===== src/rtl/cpu_pkg.sv =====
// Encodings shared by the control FSM and the datapath: opcodes, ALU ops,
// write-back select, FSM states and the decoded instruction class.
package cpu_pkg;

    localparam logic [3:0] OP_NOP  = 4'b0000;
    localparam logic [3:0] OP_ADD  = 4'b0001;
    localparam logic [3:0] OP_SUB  = 4'b0010;
    localparam logic [3:0] OP_AND  = 4'b0011;
    localparam logic [3:0] OP_OR   = 4'b0100;
    localparam logic [3:0] OP_LDI  = 4'b0101;
    localparam logic [3:0] OP_LD   = 4'b0110;
    localparam logic [3:0] OP_ST   = 4'b0111;
    localparam logic [3:0] OP_JMP  = 4'b1000;
    localparam logic [3:0] OP_HALT = 4'b1111;

    typedef enum logic [1:0] {
        ALU_ADD = 2'b00,
        ALU_SUB = 2'b01,
        ALU_AND = 2'b10,
        ALU_OR  = 2'b11
    } alu_op_e;

    localparam logic [1:0] WB_ALU = 2'b00;
    localparam logic [1:0] WB_IMM = 2'b01;
    localparam logic [1:0] WB_MEM = 2'b10;

    typedef enum logic [2:0] {
        ST_IDLE   = 3'd0,
        ST_FETCH  = 3'd1,
        ST_DECODE = 3'd2,
        ST_EXEC   = 3'd3,
        ST_MEM    = 3'd4,
        ST_WB     = 3'd5,
        ST_HALT   = 3'd6
    } state_e;

    typedef enum logic [2:0] {
        CLS_NOP  = 3'd0,
        CLS_ALU  = 3'd1,
        CLS_LDI  = 3'd2,
        CLS_LD   = 3'd3,
        CLS_ST   = 3'd4,
        CLS_JMP  = 3'd5,
        CLS_HALT = 3'd6
    } cls_e;

    typedef struct packed {
        cls_e    cls;
        alu_op_e alu_op;
        logic    illegal;
    } ctrl_t;

endpackage


===== src/rtl/opcode_decoder.sv =====
// Pure combinational opcode-to-control decode; undefined opcodes behave as
// NOP but are flagged illegal.
module opcode_decoder
    import cpu_pkg::*;
(
    input  logic [3:0] opcode,
    output ctrl_t      ctrl
);

    always_comb begin
        ctrl.cls     = CLS_NOP;
        ctrl.alu_op  = ALU_ADD;
        ctrl.illegal = 1'b0;
        case (opcode)
            OP_NOP:  ctrl.cls = CLS_NOP;
            OP_ADD:  begin ctrl.cls = CLS_ALU; ctrl.alu_op = ALU_ADD; end
            OP_SUB:  begin ctrl.cls = CLS_ALU; ctrl.alu_op = ALU_SUB; end
            OP_AND:  begin ctrl.cls = CLS_ALU; ctrl.alu_op = ALU_AND; end
            OP_OR:   begin ctrl.cls = CLS_ALU; ctrl.alu_op = ALU_OR;  end
            OP_LDI:  ctrl.cls = CLS_LDI;
            OP_LD:   ctrl.cls = CLS_LD;
            OP_ST:   ctrl.cls = CLS_ST;
            OP_JMP:  ctrl.cls = CLS_JMP;
            OP_HALT: ctrl.cls = CLS_HALT;
            default: ctrl.illegal = 1'b1;
        endcase
    end

endmodule


===== src/rtl/control_fsm.sv =====
// Multi-cycle instruction sequencer: fetch, decode, execute, memory access
// and write-back control strobes for a small accumulator-style core.
//
//  state  | meaning
//  IDLE   | one cycle after reset release
//  FETCH  | instruction read, waits for mem_ready_i
//  DECODE | opcode_i decoded and latched; JMP/illegal strobes here
//  EXEC   | ALU operation
//  MEM    | data read (LD) or write (ST), waits for mem_ready_i
//  WB     | single-cycle register write
//  HALT   | absorbing until reset
module control_fsm
    import cpu_pkg::*;
#(
    parameter int DATA_WIDTH = 16,
    parameter int SEL_WIDTH  = 2
) (
    input  logic                 clk_i,
    input  logic                 rst_n_i,
    input  logic [3:0]           opcode_i,
    input  logic                 mem_ready_i,
    output logic                 ir_load_o,
    output logic                 pc_inc_o,
    output logic                 pc_load_o,
    output logic [1:0]           alu_op_o,
    output logic [SEL_WIDTH-1:0] wb_sel_o,
    output logic                 reg_we_o,
    output logic                 mem_rd_o,
    output logic                 mem_wr_o,
    output logic                 halted_o,
    output logic                 illegal_o
);

    if (SEL_WIDTH < 2 || DATA_WIDTH < 1) begin : g_bad_params
        $error("control_fsm: SEL_WIDTH must be >= 2 and DATA_WIDTH >= 1");
    end

    state_e     state;
    logic [3:0] opcode_q;
    logic [3:0] dec_opcode;
    ctrl_t      dec;

    // The live opcode is only trusted in DECODE; afterwards the latched copy drives decode.
    assign dec_opcode = (state == ST_DECODE) ? opcode_i : opcode_q;

    opcode_decoder u_dec (
        .opcode (dec_opcode),
        .ctrl   (dec)
    );

    assign ir_load_o = (state == ST_FETCH) && mem_ready_i;
    assign pc_inc_o  = (state == ST_FETCH) && mem_ready_i;
    assign pc_load_o = (state == ST_DECODE) && (dec.cls == CLS_JMP);
    assign illegal_o = (state == ST_DECODE) && dec.illegal;

    always_ff @(posedge clk_i or negedge rst_n_i) begin
        if (!rst_n_i) begin
            state    <= ST_IDLE;
            opcode_q <= OP_NOP;
            alu_op_o <= ALU_ADD;
            wb_sel_o <= SEL_WIDTH'(WB_ALU);
            reg_we_o <= 1'b0;
            mem_rd_o <= 1'b0;
            mem_wr_o <= 1'b0;
            halted_o <= 1'b0;
        end else begin
            // Registered outputs describe the state being entered; wb_sel_o holds unless set.
            alu_op_o <= ALU_ADD;
            reg_we_o <= 1'b0;
            mem_rd_o <= 1'b0;
            mem_wr_o <= 1'b0;
            case (state)
                ST_IDLE: begin
                    state    <= ST_FETCH;
                    mem_rd_o <= 1'b1;
                end
                ST_FETCH: begin
                    if (mem_ready_i) begin
                        state <= ST_DECODE;
                    end else begin
                        mem_rd_o <= 1'b1;
                    end
                end
                ST_DECODE: begin
                    opcode_q <= opcode_i;
                    case (dec.cls)
                        CLS_ALU: begin
                            state    <= ST_EXEC;
                            alu_op_o <= dec.alu_op;
                            wb_sel_o <= SEL_WIDTH'(WB_ALU);
                        end
                        CLS_LDI: begin
                            state    <= ST_WB;
                            reg_we_o <= 1'b1;
                            wb_sel_o <= SEL_WIDTH'(WB_IMM);
                        end
                        CLS_LD: begin
                            state    <= ST_MEM;
                            mem_rd_o <= 1'b1;
                            wb_sel_o <= SEL_WIDTH'(WB_MEM);
                        end
                        CLS_ST: begin
                            state    <= ST_MEM;
                            mem_wr_o <= 1'b1;
                        end
                        CLS_HALT: begin
                            state    <= ST_HALT;
                            halted_o <= 1'b1;
                            wb_sel_o <= SEL_WIDTH'(WB_ALU);
                        end
                        default: begin
                            state    <= ST_FETCH;
                            mem_rd_o <= 1'b1;
                        end
                    endcase
                end
                ST_EXEC: begin
                    state    <= ST_WB;
                    reg_we_o <= 1'b1;
                    alu_op_o <= dec.alu_op;
                end
                ST_MEM: begin
                    if (mem_ready_i) begin
                        if (dec.cls == CLS_LD) begin
                            state    <= ST_WB;
                            reg_we_o <= 1'b1;
                        end else begin
                            state    <= ST_FETCH;
                            mem_rd_o <= 1'b1;
                        end
                    end else begin
                        mem_rd_o <= (dec.cls == CLS_LD);
                        mem_wr_o <= (dec.cls == CLS_ST);
                    end
                end
                ST_WB: begin
                    state    <= ST_FETCH;
                    mem_rd_o <= 1'b1;
                end
                ST_HALT: begin
                    state <= ST_HALT;
                end
                default: begin
                    state <= ST_IDLE;
                end
            endcase
        end
    end

endmodule

===== config.mk =====
export PLATFORM = sky130hd
export DESIGN_NAME = control_fsm
export DESIGN_NICKNAME = d
export VERILOG_FILES = /design/src/rtl/cpu_pkg.sv /design/src/rtl/opcode_decoder.sv /design/src/rtl/control_fsm.sv
export SDC_FILE = /design/constraint.sdc
export NUM_CORES = 1
export LEC_CHECK = 0
export ABC_AREA = 0
export BUFFER_PORTS_ARGS = -buffer_cell sky130_fd_sc_hd__buf_4
export CAP_MARGIN = 20
export CORE_MARGIN = 3
export CORE_UTILIZATION = 35
export CTS_BUF_LIST = sky130_fd_sc_hd__clkbuf_16
export CTS_CLUSTER_DIAMETER = 200
export DETAILED_ROUTE_END_ITERATION = 10
export SYNTH_ARGS = -nofsm -noshare
export SYNTH_HDL_FRONTEND = slang
export SYNTH_SLANG_ARGS = --single-unit

===== constraint.sdc =====
create_clock -name clk_i -period 1.9 [get_ports clk_i]
set_clock_uncertainty 0.15 [all_clocks]
set_input_delay 0.19 -clock clk_i [delete_from_list [all_inputs] [get_ports clk_i]]
set_output_delay 0.19 -clock clk_i [all_outputs]
set_load 0.03 [all_outputs]

## Word level (Yosys, flattened, before mapping)

Index checks and enable logic that the tools add are counted.

- Equality and inequality tests: 23
- Muxes and demuxes: 24
- Reductions and logical operators: 15

Operators by type and width:

| cell | number |
|---|---|
| $pmux 3 s6 | 2 |
| $eq 3x3->1 const B | 6 |
| $eq 4x3->1 const B | 4 |
| $eq 3x2->1 const B | 4 |
| $pmux 2 s3 | 2 |
| $pmux 3 s4 | 1 |
| $mux 1 | 10 |
| $reduce_or 10->1 | 1 |
| $mux 3 | 3 |
| $eq 4x2->1 const B | 2 |
| $eq 4x4->1 const B | 2 |
| $reduce_or 4->1 | 2 |
| $eq 3x1->1 const B | 2 |
| $reduce_and 2->1 | 3 |
| $reduce_or 2->1 | 3 |
| $eq 4x1->1 const B | 1 |
| $logic_not 4->1 | 1 |
| $mux 4 | 1 |
| $ne 2x2->1 const B | 2 |
| $pmux 1 s4 | 1 |
| $pmux 2 s2 | 1 |
| $logic_and 1x1->1 | 3 |
| $logic_not 3->1 | 1 |
| $pmux 1 s3 | 1 |
| other kinds (3) | 3 |

- Register bits after elaboration: 15
- Bits of input ports: 7
- Output and inout port bits: 12
- Word-level logic and storage cells: 70

## Depth between registers and ports, before layout

- Depth after elaboration: 9
- Gate-level depth with buffers: 6
- Gate-level depth less buffers: 4

## Modules after synthesis

Synthesis repeated with hierarchy kept, for this count alone.

- Cell total of the unflattened synthesis: 100
- Area total of the unflattened synthesis: 939.7 sq um

By module, submodules not included:

| module | instances | cells an instance | area each (sq um) | sequential area each (sq um) |
|---|---|---|---|---|
| control_fsm | 1 | 79 | 804.5 | 375.4 |
| opcode_decoder | 1 | 21 | 135.1 | 0.0 |

## Least setup slack after synthesis

OpenSTA, ideal clock, no wires.

- Path kind: reg-to-output
- Start: register state[0]
- End: output pc_load_o
- Data arrival time: 2006 ps
- Required time: 1560 ps
- Setup slack: -446 ps
- Stages on the path, launching flop included: 5
- Path buffers: 2
- Path through: dfrtp_1 -> buf_6 -> or3b_1 -> buf_6 -> nor4_1

- Word-level cells in the longest chain between the ends: 7

Ends and longest elaborated chain:

| item | RTL line | text |
|---|---|---|
| start: declaration | control_fsm.sv:38 | `state_e state;` |
| start signal: assignment | control_fsm.sv:58 | `state <= ST_IDLE;` |
| start signal: assignment | control_fsm.sv:74 | `state <= ST_FETCH;` |
| start signal: assignment | control_fsm.sv:79 | `state <= ST_DECODE;` |
| $eq 3x2->1 (*) | control_fsm.sv:44, control_fsm.sv:53 |  |
| $mux 4 | n/a |  |
| $eq 4x1->1 (tied with other cells) | opcode_decoder.sv:14 | `case (opcode)` |
| $reduce_or 4->1 (no line) | n/a |  |
| $pmux 3 s6 | opcode_decoder.sv:14 |  |
| $eq 3x3->1 | control_fsm.sv:53 | `assign pc_load_o = (state == ST_DECODE) && (dec.cls == CLS_JMP);` |
| $logic_and 1x1->1 (*) | control_fsm.sv:53 |  |
| end: declaration | control_fsm.sv:24 | `output logic pc_load_o,` |

Mark *: on every way between the ends. The rest lies on a longest branch, timed or not.

## Worst setup path after layout

- Start: register state[2]
- End: register alu_op_o[0]

- Word-level cells in the longest chain between the ends: 8

Ends and longest elaborated chain:

| item | RTL line | text |
|---|---|---|
| $eq 3x2->1 | control_fsm.sv:44, control_fsm.sv:72 |  |
| $mux 4 | n/a |  |
| $eq 4x1->1 (tied with other cells) | opcode_decoder.sv:14 |  |
| $reduce_or 4->1 (no line) | n/a |  |
| $pmux 3 s6 | opcode_decoder.sv:14 |  |
| $eq 3x1->1 | control_fsm.sv:86 | `case (dec.cls)` |
| $mux 2 | control_fsm.sv:86 |  |
| $pmux 2 s2 (*) | control_fsm.sv:72 | `case (state)` |
| end signal: assignment | control_fsm.sv:89 | `alu_op_o <= dec.alu_op;` |
| end signal: assignment | control_fsm.sv:120 | `alu_op_o <= dec.alu_op;` |
| end: declaration | control_fsm.sv:25 | `output logic [1:0] alu_op_o,` |

Marks and branches as above.
A chain may end at the register's enable or synchronous reset.

==> impl_metrics.py <==
metrics = {
    "status": {
        "status": "finished, final reports clean",
    },
    "power": {
        "seqPwrFrac_pct": 28.9,
        "pwr-share-comb_pct": 50.2,
        "switchingPower_uw": 833.0,
        "p_int_mw": 1.183,
        "powerDensity_nw_per_um2": 1550,
        "power_mw": 2.016,
        "peakVddDrop_mv": 0.7691,
        "power_frac_clock_pct": 20.9,
        "power.leakage_nw": 0.5852,
        "switching_share_pct": 41.33,
    },
    "cts": {
        "cts-root-buf": "clkbuf_16",
        "cts-buffers-inserted": 3,
        "clock_sinks": 15,
        "clockBufferDepth": 2,
        "clk_pin_slew_worst_paths_ns": 0.05,
        "cts_tree": "built",
        "worstSkewPairLatency_ns": 0.25,
        "cts.htree.levels": 1,
    },
    "route": {
        "ant_nets": 0,
        "via_count": 944,
        "via_per_inst": 5.827,
        "drt_iter0_markers": 31,
        "firstDrtPassIters": 5,
        "drc": 0,
        "wirelength_mm": 2.558,
        "avgRoutedWirePerCell_um": 15.79,
    },
    "sta": {
        "clock.fmax_mhz": 543.1,
        "setup_slack_ns": 0.05876,
        "tightestPinTransition_ns": 0.3121,
        "maxSlewHeadroom_pct": 78.60,
        "holdWs_ns": 0.03085,
        "period_share_pct": 96.91,
        "hold_viol": 0,
        "min_period_ns": 1.841,
        "setup-violations-final": 0,
        "slew_violations": 0,
    },
    "logic_synthesis": {
        "postSynth.asyncResetShare_pct": 100.0,
        "synth.yosys.seq_area_share_pct": 39.06,
        "synth_nets": 112,
        "ys_top_cells_by_area": "dfrtp_1, o21ai_0, a211oi_1",
        "synth_common_cells": "dfrtp_1, o21ai_0, nand2_1",
        "netlist_area_um2": 960.9,
        "synth.avg_cell_area_um2": 9.152,
        "synth_seq_cells": 15,
        "syn_inst": 105,
        "synth_top_area_cell": "dfrtp_1",
        "ys.flop_type": "dfrtp_1",
        "ys_types": 41,
        "synth_top_area_share_pct": 39.06,
        "synth_most_common_cell": "dfrtp_1",
        "yosysWarnings": 0,
        "synth_edf_count": 0,
    },
    "global_route": {
        "grt_first_pass_wirelength_mm": 4.057,
        "grt-ovfl-total": 0,
        "track_usage_pct": 15.98,
        "antenna_found_initial": 0,
        "first_global_vias": 869,
        "grt_max_degree": 16,
    },
    "worst_setup_path": {
        "start_kind": "register",
        "cp_cell_sequence": "nor3b_2 -> buf_4 -> buf_4 -> mux2i_1 -> xnor2_1 -> nor3b_2",
        "required_ns": 1.92,
        "cpLargestDelayFamily": "flip-flops",
        "r2r_setup_slack_ns": 0.06,
        "path_max_fanout": 6,
        "critPathKind": "register to register",
        "max_stage_delay_ns": 0.44,
        "crit_arrival_ns": 1.87,
        "cp_num_buf_inv": 2,
        "cp-end-kind": "register",
        "worst_path_max_delay_cell": "dfrtp_2",
    },
    "flow_run": {
        "drv_cap": 0,
    },
    "floorplanning": {
        "ioPinCount": 19,
        "die_w_um": 58.40,
        "rows": 18,
        "coreArea_um2": 2545,
        "initial_core_util_pct": 37.76,
        "dieHeight_um": 58.40,
        "design.die.area_um2": 3410,
    },
    "finish": {
        "n_antenna_cell": 0,
        "nFillCells": 254,
        "drive_gt1_share_pct": 35.61,
        "design_area_um2": 1300,
        "syn_to_final_growth_pct": 35.29,
        "layout.nets": 140,
    },
    "placed_design": {
        "dp_slack_ns": 0.2056,
        "place.gp.congestion": 0.8216,
        "dpl_cell_area_um2": 1150,
        "numPortBuffers": 18,
        "dp_hpwl_mm": 1.710,
    },
    "hold_path": {
        "hold_path_class": "input pin to register",
    },
}
final cells by class:
type                    instances  area [µm²]  share of cell area (%)
clock inverters                 1       5.005                  0.3850
clock buffers                   3       75.07                   5.775
inverters                       3       11.26                  0.8662
well taps                      30       37.54                   2.887
repair buffers                 31       239.0                   18.38
flip-flops and latches         15       376.6                   28.97
multi-input cells              79       555.5                   42.73
registers in the layout, summed over array words and instances, names as in the netlist:
signal and count:
mem_wr_o 1, halted_o 1, mem_rd_o 1, state 3, alu_op_o 2, opcode_q 4
wb_sel_o 2, reg_we_o 1
final timing paths:
check                       startpoint     endpoint  cells after the start
setup / recovery              state[2]  alu_op_o[0]                      6
hold / removal             mem_ready_i     mem_rd_o                      2
setup reg to reg              state[2]  alu_op_o[0]                      6
max in group asynchronous      rst_n_i     state[2]                      2
min in group asynchronous      rst_n_i  wb_sel_o[1]                      2
hold reg to reg               halted_o     halted_o                      1
worst reg2reg max path, stage by stage (launching register included):
cell and delay [ns]:
dfrtp_2 0.44, nor3b_2 0.24, buf_4 0.17, buf_4 0.13, mux2i_1 0.33, xnor2_1 0.15, nor3b_2 0.16
routing by layer:
metal	global-route usage, %	wire (µm)	up-vias
met5	0	0	-
met4	11.92	103	0
met3	4.605	171	10
met2	22.17	1111	38
met1	20.82	1172	453
li1	-	-	443
logic make-up after synthesis:
| kind of cell | synth area share, % |
|---|---|
| muxes | 3.645 |
| xor gates and xnor gates | 0.9116 |
| adders and majority gates | 1.042 |
| AOI/OAI and AO/OA | 22.66 |
| and+or+nand+nor | 26.04 |
| DFF | 39.06 |
| buffers and inverters | 6.639 |
metrics by stage:
step,TNS (ns),utilization (%),std cells
3_5_place_dp,0,45.18,152
3_3_place_gp,0,45.18,152
5_1_grt,-0.008757,51.08,162
4_1_cts,0,49.11,158
2_1_floorplan,-0.1039,-,105
6_report,0,51.08,162
layout by cell type (no fill, tap or decap), types with 2 or more instances in the layout:
cell type and instances:
and3_1 3, nand3_1 2, clkbuf_16 3, nor3_1 3, nand2_1 8, nand2_2 2, nor2_1 6, a211oi_1 4
a21oi_1 3, mux2i_1 2, nand2b_1 3, o21ai_0 9, a31oi_1 3, nor3b_2 2, buf_4 29, inv_1 3
dfrtp_1 14, o211ai_1 4, nand3b_1 2
power by group through the flow:
stage / sequential [mW] / clock [mW] / combinational, mW
after floorplan: 0.642 / 0 / 0.592
after global placement: 0.578 / 0 / 0.920
after detailed placement: 0.580 / 0 / 0.921
after CTS: 0.576 / 0.429 / 0.950
after global routing: 0.599 / 0.447 / 1.08
final: 0.583 / 0.422 / 1.01
timing repair:
item | in CTS | in global routing
setup endpoints to repair | 1 | 4
hold buffers | 1 | 0
gates resized for setup | 1 | 4
gates cloned | 0 | 0
hold endpoints to repair | 15 | 0
pin swaps | 0 | 4
setup buffers | 1 | 4
Note: power is estimated with default switching activity, not from simulation.
